<file path="config.mk">
export PLATFORM = sky130hd
export DESIGN_NAME = gsim_b_loader_flat
export DESIGN_NICKNAME = d
export VERILOG_FILES = /design/src/rtl/gsim_b_loader_if.sv /design/src/rtl/gsim_b_loader.sv /design/src/flat_wrapper.sv
export SDC_FILE = /design/constraint.sdc
export NUM_CORES = 1
export LEC_CHECK = 0
export BUFFER_PORTS_ARGS = -buffer_cell sky130_fd_sc_hd__buf_2
export CAP_MARGIN = 20
export CORE_UTILIZATION = 61
export DETAILED_ROUTE_END_ITERATION = 8
export PLACE_DENSITY = 0.79
export SYNTH_ARGS = -nofsm -noshare
export SYNTH_HDL_FRONTEND = slang
export SYNTH_SLANG_ARGS = --single-unit
</file>
<file path="constraint.sdc">
create_clock -name clk -period 2.97 [get_ports clk]
set_input_delay 0.1485 -clock clk [delete_from_list [all_inputs] [get_ports clk]]
set_output_delay 0.1485 -clock clk [all_outputs]
set_load 0.05 [all_outputs]
</file>
<file path="src/rtl/gsim_b_loader_if.sv">
// Host b-word stream and solver-side burst signals for the GSIM b-vector loader.
// The master modport is the host/solver side and the slave modport is the loader.
interface gsim_b_loader_if #(
    parameter int DW = 16
);
    logic          s_valid;
    logic [DW-1:0] s_data;
    logic          s_ready;
    logic          gs_out_valid;
    logic          in_en;
    logic [DW-1:0] b_in;

    modport master (
        output s_valid, s_data, gs_out_valid,
        input  s_ready, in_en, b_in
    );

    modport slave (
        input  s_valid, s_data, gs_out_valid,
        output s_ready, in_en, b_in
    );
endinterface

</file>
<file path="src/rtl/gsim_b_loader.sv">
// Buffers one N-word b-vector from the host and replays it to the GSIM solver as an
// N-cycle burst, then waits out the solver result window before the next burst.
module gsim_b_loader #(
    parameter int N       = 16,
    parameter int DW      = 16,
    parameter int TIMEOUT = 4096
) (
    input  logic              clk,
    input  logic              reset,
    gsim_b_loader_if.slave    bus,
    output logic              busy,
    output logic              done,
    output logic [7:0]        solve_cnt,
    output logic              err_timeout
);
    localparam int AW = $clog2(N);
    localparam int CW = $clog2(N + 1);
    localparam int WW = (TIMEOUT > 1) ? $clog2(TIMEOUT) : 1;

    localparam logic [CW-1:0] FULL    = CW'(N);
    localparam logic [CW-1:0] LAST_WR = CW'(N - 1);
    localparam logic [AW-1:0] LAST_RD = AW'(N - 1);
    localparam logic [WW-1:0] WD_LAST = WW'(TIMEOUT - 1);

    typedef enum logic [1:0] {FILL, BURST, BUSY} state_t;

    state_t        state, state_next;
    logic [CW-1:0] count;
    logic [AW-1:0] rd_idx;
    logic [WW-1:0] wd;
    logic          seen_hi;
    logic [DW-1:0] vec [N];
    logic          accept, fill_done, complete, timeout_hit, burst_last;

    // Everything facing the solver comes from registers so host activity cannot glitch it.
    assign bus.s_ready = (state != BURST) && (count < FULL);
    assign bus.in_en   = (state == BURST);
    assign bus.b_in    = (state == BURST) ? vec[rd_idx] : '0;
    assign busy        = (state != FILL);

    assign accept     = bus.s_valid && bus.s_ready;
    assign fill_done  = (count == FULL) || (accept && (count == LAST_WR));
    assign burst_last = (state == BURST) && (rd_idx == LAST_RD);

    always_ff @(posedge clk or posedge reset) begin
        if (reset) state <= FILL;
        else        state <= state_next;
    end

    always_comb begin
        state_next  = state;
        complete    = 1'b0;
        timeout_hit = 1'b0;
        unique case (state)
            FILL:  if (fill_done) state_next = BURST;
            BURST: if (rd_idx == LAST_RD) state_next = BUSY;
            BUSY: begin
                // A genuine completion wins over a watchdog expiry landing on the same edge.
                if (seen_hi && !bus.gs_out_valid)          complete    = 1'b1;
                else if ((TIMEOUT > 0) && (wd == WD_LAST)) timeout_hit = 1'b1;
                if (complete || timeout_hit) state_next = fill_done ? BURST : FILL;
            end
            default: state_next = FILL;
        endcase
    end

    always_ff @(posedge clk or posedge reset) begin
        if (reset) begin
            count       <= '0;
            rd_idx      <= '0;
            wd          <= '0;
            seen_hi     <= 1'b0;
            done        <= 1'b0;
            solve_cnt   <= 8'd0;
            err_timeout <= 1'b0;
        end else begin
            done <= complete;
            if (complete)    solve_cnt   <= solve_cnt + 8'd1;
            if (timeout_hit) err_timeout <= 1'b1;

            if (burst_last) begin
                count  <= '0;
                rd_idx <= '0;
            end else begin
                if (accept)           count  <= count + CW'(1);
                if (state == BURST)   rd_idx <= rd_idx + AW'(1);
            end

            if ((state == BUSY) && (state_next == BUSY)) begin
                wd      <= wd + WW'(1);
                seen_hi <= seen_hi | bus.gs_out_valid;
            end else begin
                wd      <= '0;
                seen_hi <= 1'b0;
            end
        end
    end

    always_ff @(posedge clk) begin
        if (accept) vec[count[AW-1:0]] <= bus.s_data;
    end
endmodule

</file>
<file path="src/flat_wrapper.sv">
// flat-port wrapper written by rule: the top's interface ports become plain ports
module gsim_b_loader_flat 
#(
    parameter int N       = 16,
    parameter int DW      = 16,
    parameter int TIMEOUT = 4096
)
  (clk, reset, busy, done, solve_cnt, err_timeout, bus_s_valid, bus_s_data, bus_gs_out_valid, bus_s_ready, bus_in_en, bus_b_in);
  gsim_b_loader_if #(.DW(DW)) bus_i ();
  input  logic clk;
  input  logic reset;
  output logic busy;
  output logic done;
  output logic [7:0] solve_cnt;
  output logic err_timeout;
  input wire logic [$bits(bus_i.s_valid)-1:0] bus_s_valid;
  input wire logic [$bits(bus_i.s_data)-1:0] bus_s_data;
  input wire logic [$bits(bus_i.gs_out_valid)-1:0] bus_gs_out_valid;
  output wire logic [$bits(bus_i.s_ready)-1:0] bus_s_ready;
  output wire logic [$bits(bus_i.in_en)-1:0] bus_in_en;
  output wire logic [$bits(bus_i.b_in)-1:0] bus_b_in;
  assign bus_i.s_valid = bus_s_valid;
  assign bus_i.s_data = bus_s_data;
  assign bus_i.gs_out_valid = bus_gs_out_valid;
  assign bus_s_ready = bus_i.s_ready;
  assign bus_in_en = bus_i.in_en;
  assign bus_b_in = bus_i.b_in;
  gsim_b_loader #(.N(N), .DW(DW), .TIMEOUT(TIMEOUT)) u_core (.clk(clk), .reset(reset), .bus(bus_i), .busy(busy), .done(done), .solve_cnt(solve_cnt), .err_timeout(err_timeout));
endmodule
</file>
==> metrics.cfg <==
[floorplanning]
design.core.area_sq_um = 18700
pin_count = 49
rows = 50
die_y_um = 140
start_util_pct = 62.2
fp.dieW_um = 140
die_area_sq_um = 19600

[setup_path]
crit_arrival_ns = 2.70
required_ns = 2.82
start_kind = register
cp_max_fo = 22
cp-end-kind = primary output
critPathKind = reg2out

[timing]
finalSetupViolCount = 0
period_share_pct = 95.8
hold_slack_ns = 0.0224
worst_pin_slew_ns = 0.770
slew_headroom_pct = 48.6
maxSlewViolCount = 0
fin_worst_skew_ns = 0.0153
hold_viol_final = 0
max_freq_ghz = 0.351
rsz0062_at_grt = false
finalCriticalPeriod_ns = 2.85

[synthesis]
synthArstFlopShare_pct = 11.7
syn_area_sq_um = 11600
postSynthCellCount = 686
synth.most_common_cell = edfxtp_1
yosysTopAreaCell = edfxtp_1
synth_edf_count = 256
synth_cell_type_count = 47
synthTopCellsByArea = edfxtp_1, mux2i_1, dfrtp_1, a22oi_1, mux4_2
yosysWarnings = 0
yosys-top-cells-count = edfxtp_1, mux2i_1, a22oi_1
synth_nets = 714
synth.avg_cell_area_sq_um = 17.0
synthFlopType = edfxtp_1
ys_seq_elements = 290
yosysTopAreaCellShare_pct = 66.1
synth-seq-area-share_pct = 73.4

[layout]
n_antenna_cell = 0
drive_above_1_share_pct = 18.9
fillers = 1128
instances_no_fill = 1029
syn_to_final_growth_pct = 13.8
final_net_count = 803
final_cell_area_sq_um = 13200

[power_and_ir_drop]
vdd_ir_drop_max_uv = 601
cellLeakagePower_nw = 4.73
powerDensity_nw_per_um2 = 868
finalPower_mw = 11.5

[global_route]
grt_usage_pct = 25.9
gr-total-overflow = 0
grt_pass1_wl_um = 37500
grt_pass1_vias = 6550
antenna_found_initial = 0
grt_max_degree = 85

[worst_hold_path]
hold_path_class = in2reg

[route]
wirelength_um = 24500
first_iter_violations = 584
drtAntennaViolNets = 0
drt_first_pass_iters = 5
via_count = 6383
routed_via_density = 6.20
drc = 0
wl_per_cell_um = 23.8

[place]
dp.cells = 967
place_area_sq_um = 12200
place_congestion = 0.846
io_buffers = 48
place_hpwl_um = 14700

[clock_tree]
cts_buffer_depth = 3
cts_made_buffers = 28
h-tree-depth = 1
cts_sinks = 290
clk_pin_slew_ns = 0.06
post_cts_buffers = 0
cts_tree = built
clkLatencyLatePin_ns = 0.54
clockRootBuffer = clkbuf_16

[run_status]
status = finished, final reports clean

[job]
drv_cap = 0

layout make-up:
class	count	area, sq um	share of cell area [%]
multi-input combinational	350	2840	21.5
timing repair buffer	94	632	4.77
sequential	290	8550	64.6
tap	234	293	2.21
clock inverter	14	151	1.14
inverter	11	41.3	0.312
clock buffer	36	731	5.52
power by group:
| part | leakage (nW) | total, mW | switching [mW] | internal (mW) |
|---|---|---|---|---|
| Combinational | 1.55 | 3.29 | 2.13 | 1.15 |
| Sequential | 2.75 | 4.80 | 0.211 | 4.59 |
| Clock | 0.426 | 3.41 | 1.41 | 1.99 |
critical path: stages (launching register included):
cell     delay, ns
dfrtp_4       0.62
and2b_1       0.51
a22oi_1       0.29
nand2_1       0.11
o21ai_1       0.28
buf_2         0.33
path summary, 6_finish.rpt:
| check | startpoint | slack, ns | endpoint | cells past startpoint |
|---|---|---|---|---|
| worst min register to register | u_core.err_timeout$_DFFE_PP0P_ | 0.46 | u_core.err_timeout$_DFFE_PP0P_ | 1 |
| min in group asynchronous | reset | 0.26 | u_core.wd[5]$_DFF_PP0_ | 4 |
| max in group asynchronous | reset | 2.38 | u_core.rd_idx[0]$_DFFE_PP0P_ | 4 |
| worst min-delay path | bus_s_data[8] | 0.02 | u_core.vec[3][8]$_DFFE_PP_ | 1 |
| worst max register to register | u_core.state[1]$_DFF_PP0_ | 0.83 | u_core.vec[0][8]$_DFFE_PP_ | 5 |
| worst max-delay path | u_core.rd_idx[0]$_DFFE_PP0P_ | 0.12 | bus_b_in[4] | 5 |
registers in the layout, indices dropped and copies added, names as in the netlist:
signal	cells
u_core.count	5
u_core.seen_hi	1
u_core.rd_idx	4
u_core.err_timeout	1
u_core.state	2
u_core.wd	12
u_core.done	1
u_core.vec	256
u_core.solve_cnt	8
metrics by stage:
step / worst slack, ns / TNS (ns) / util, %
2_1_floorplan: 0.461 / 0 / -
3_3_place_gp: 0.632 / 0 / 65.3
3_5_place_dp: 0.565 / 0 / 65.3
4_1_cts: -0.00237 / -0.00237 / 70.7
5_1_grt: 0.0246 / 0 / 70.8
6_report: 0.124 / 0 / 70.8
kinds of logic (layout without fill, tap and decap cells):
group	after synthesis	after routing	share of synthesized area [%]
AO/OA/AOI/OAI	94	94	5.73
buffers and inverters	46	155	2.39
adder cells (fa/ha/maj)	8	8	0.860
AND/OR/NAND/NOR	115	115	4.52
multiplexers	114	114	11.7
flip-flops	290	290	73.4
XOR/XNOR	19	19	1.43
layer usage:
metal | routed length [um] | share of wire (%) | global-route usage, %
met1 | 9590 | 39 | 34.3
met4 | 524 | 2.1 | 8.10
met2 | 12800 | 52 | 44.9
met5 | 0 | 0 | 0
met3 | 1580 | 6.5 | 3.59
layout by cell type (no fill, tap or decap), types with 14 or more instances in the layout:
cell type	count
edfxtp_1	256
mux2i_1	96
buf_2	48
a22oi_1	47
nor2_1	38
nand2_1	37
buf_4	32
dfrtp_1	32
clkbuf_16	28
o21ai_1	16
o211ai_1	14
repair_timing:
action / in CTS / in global routing
setup endpoints to repair: 1 / 16
hold endpoints to repair: 169 / 0
resized for setup: 0 / 5
hold buffers: 12 / 0
Note: power is estimated with default switching activity, not from simulation.
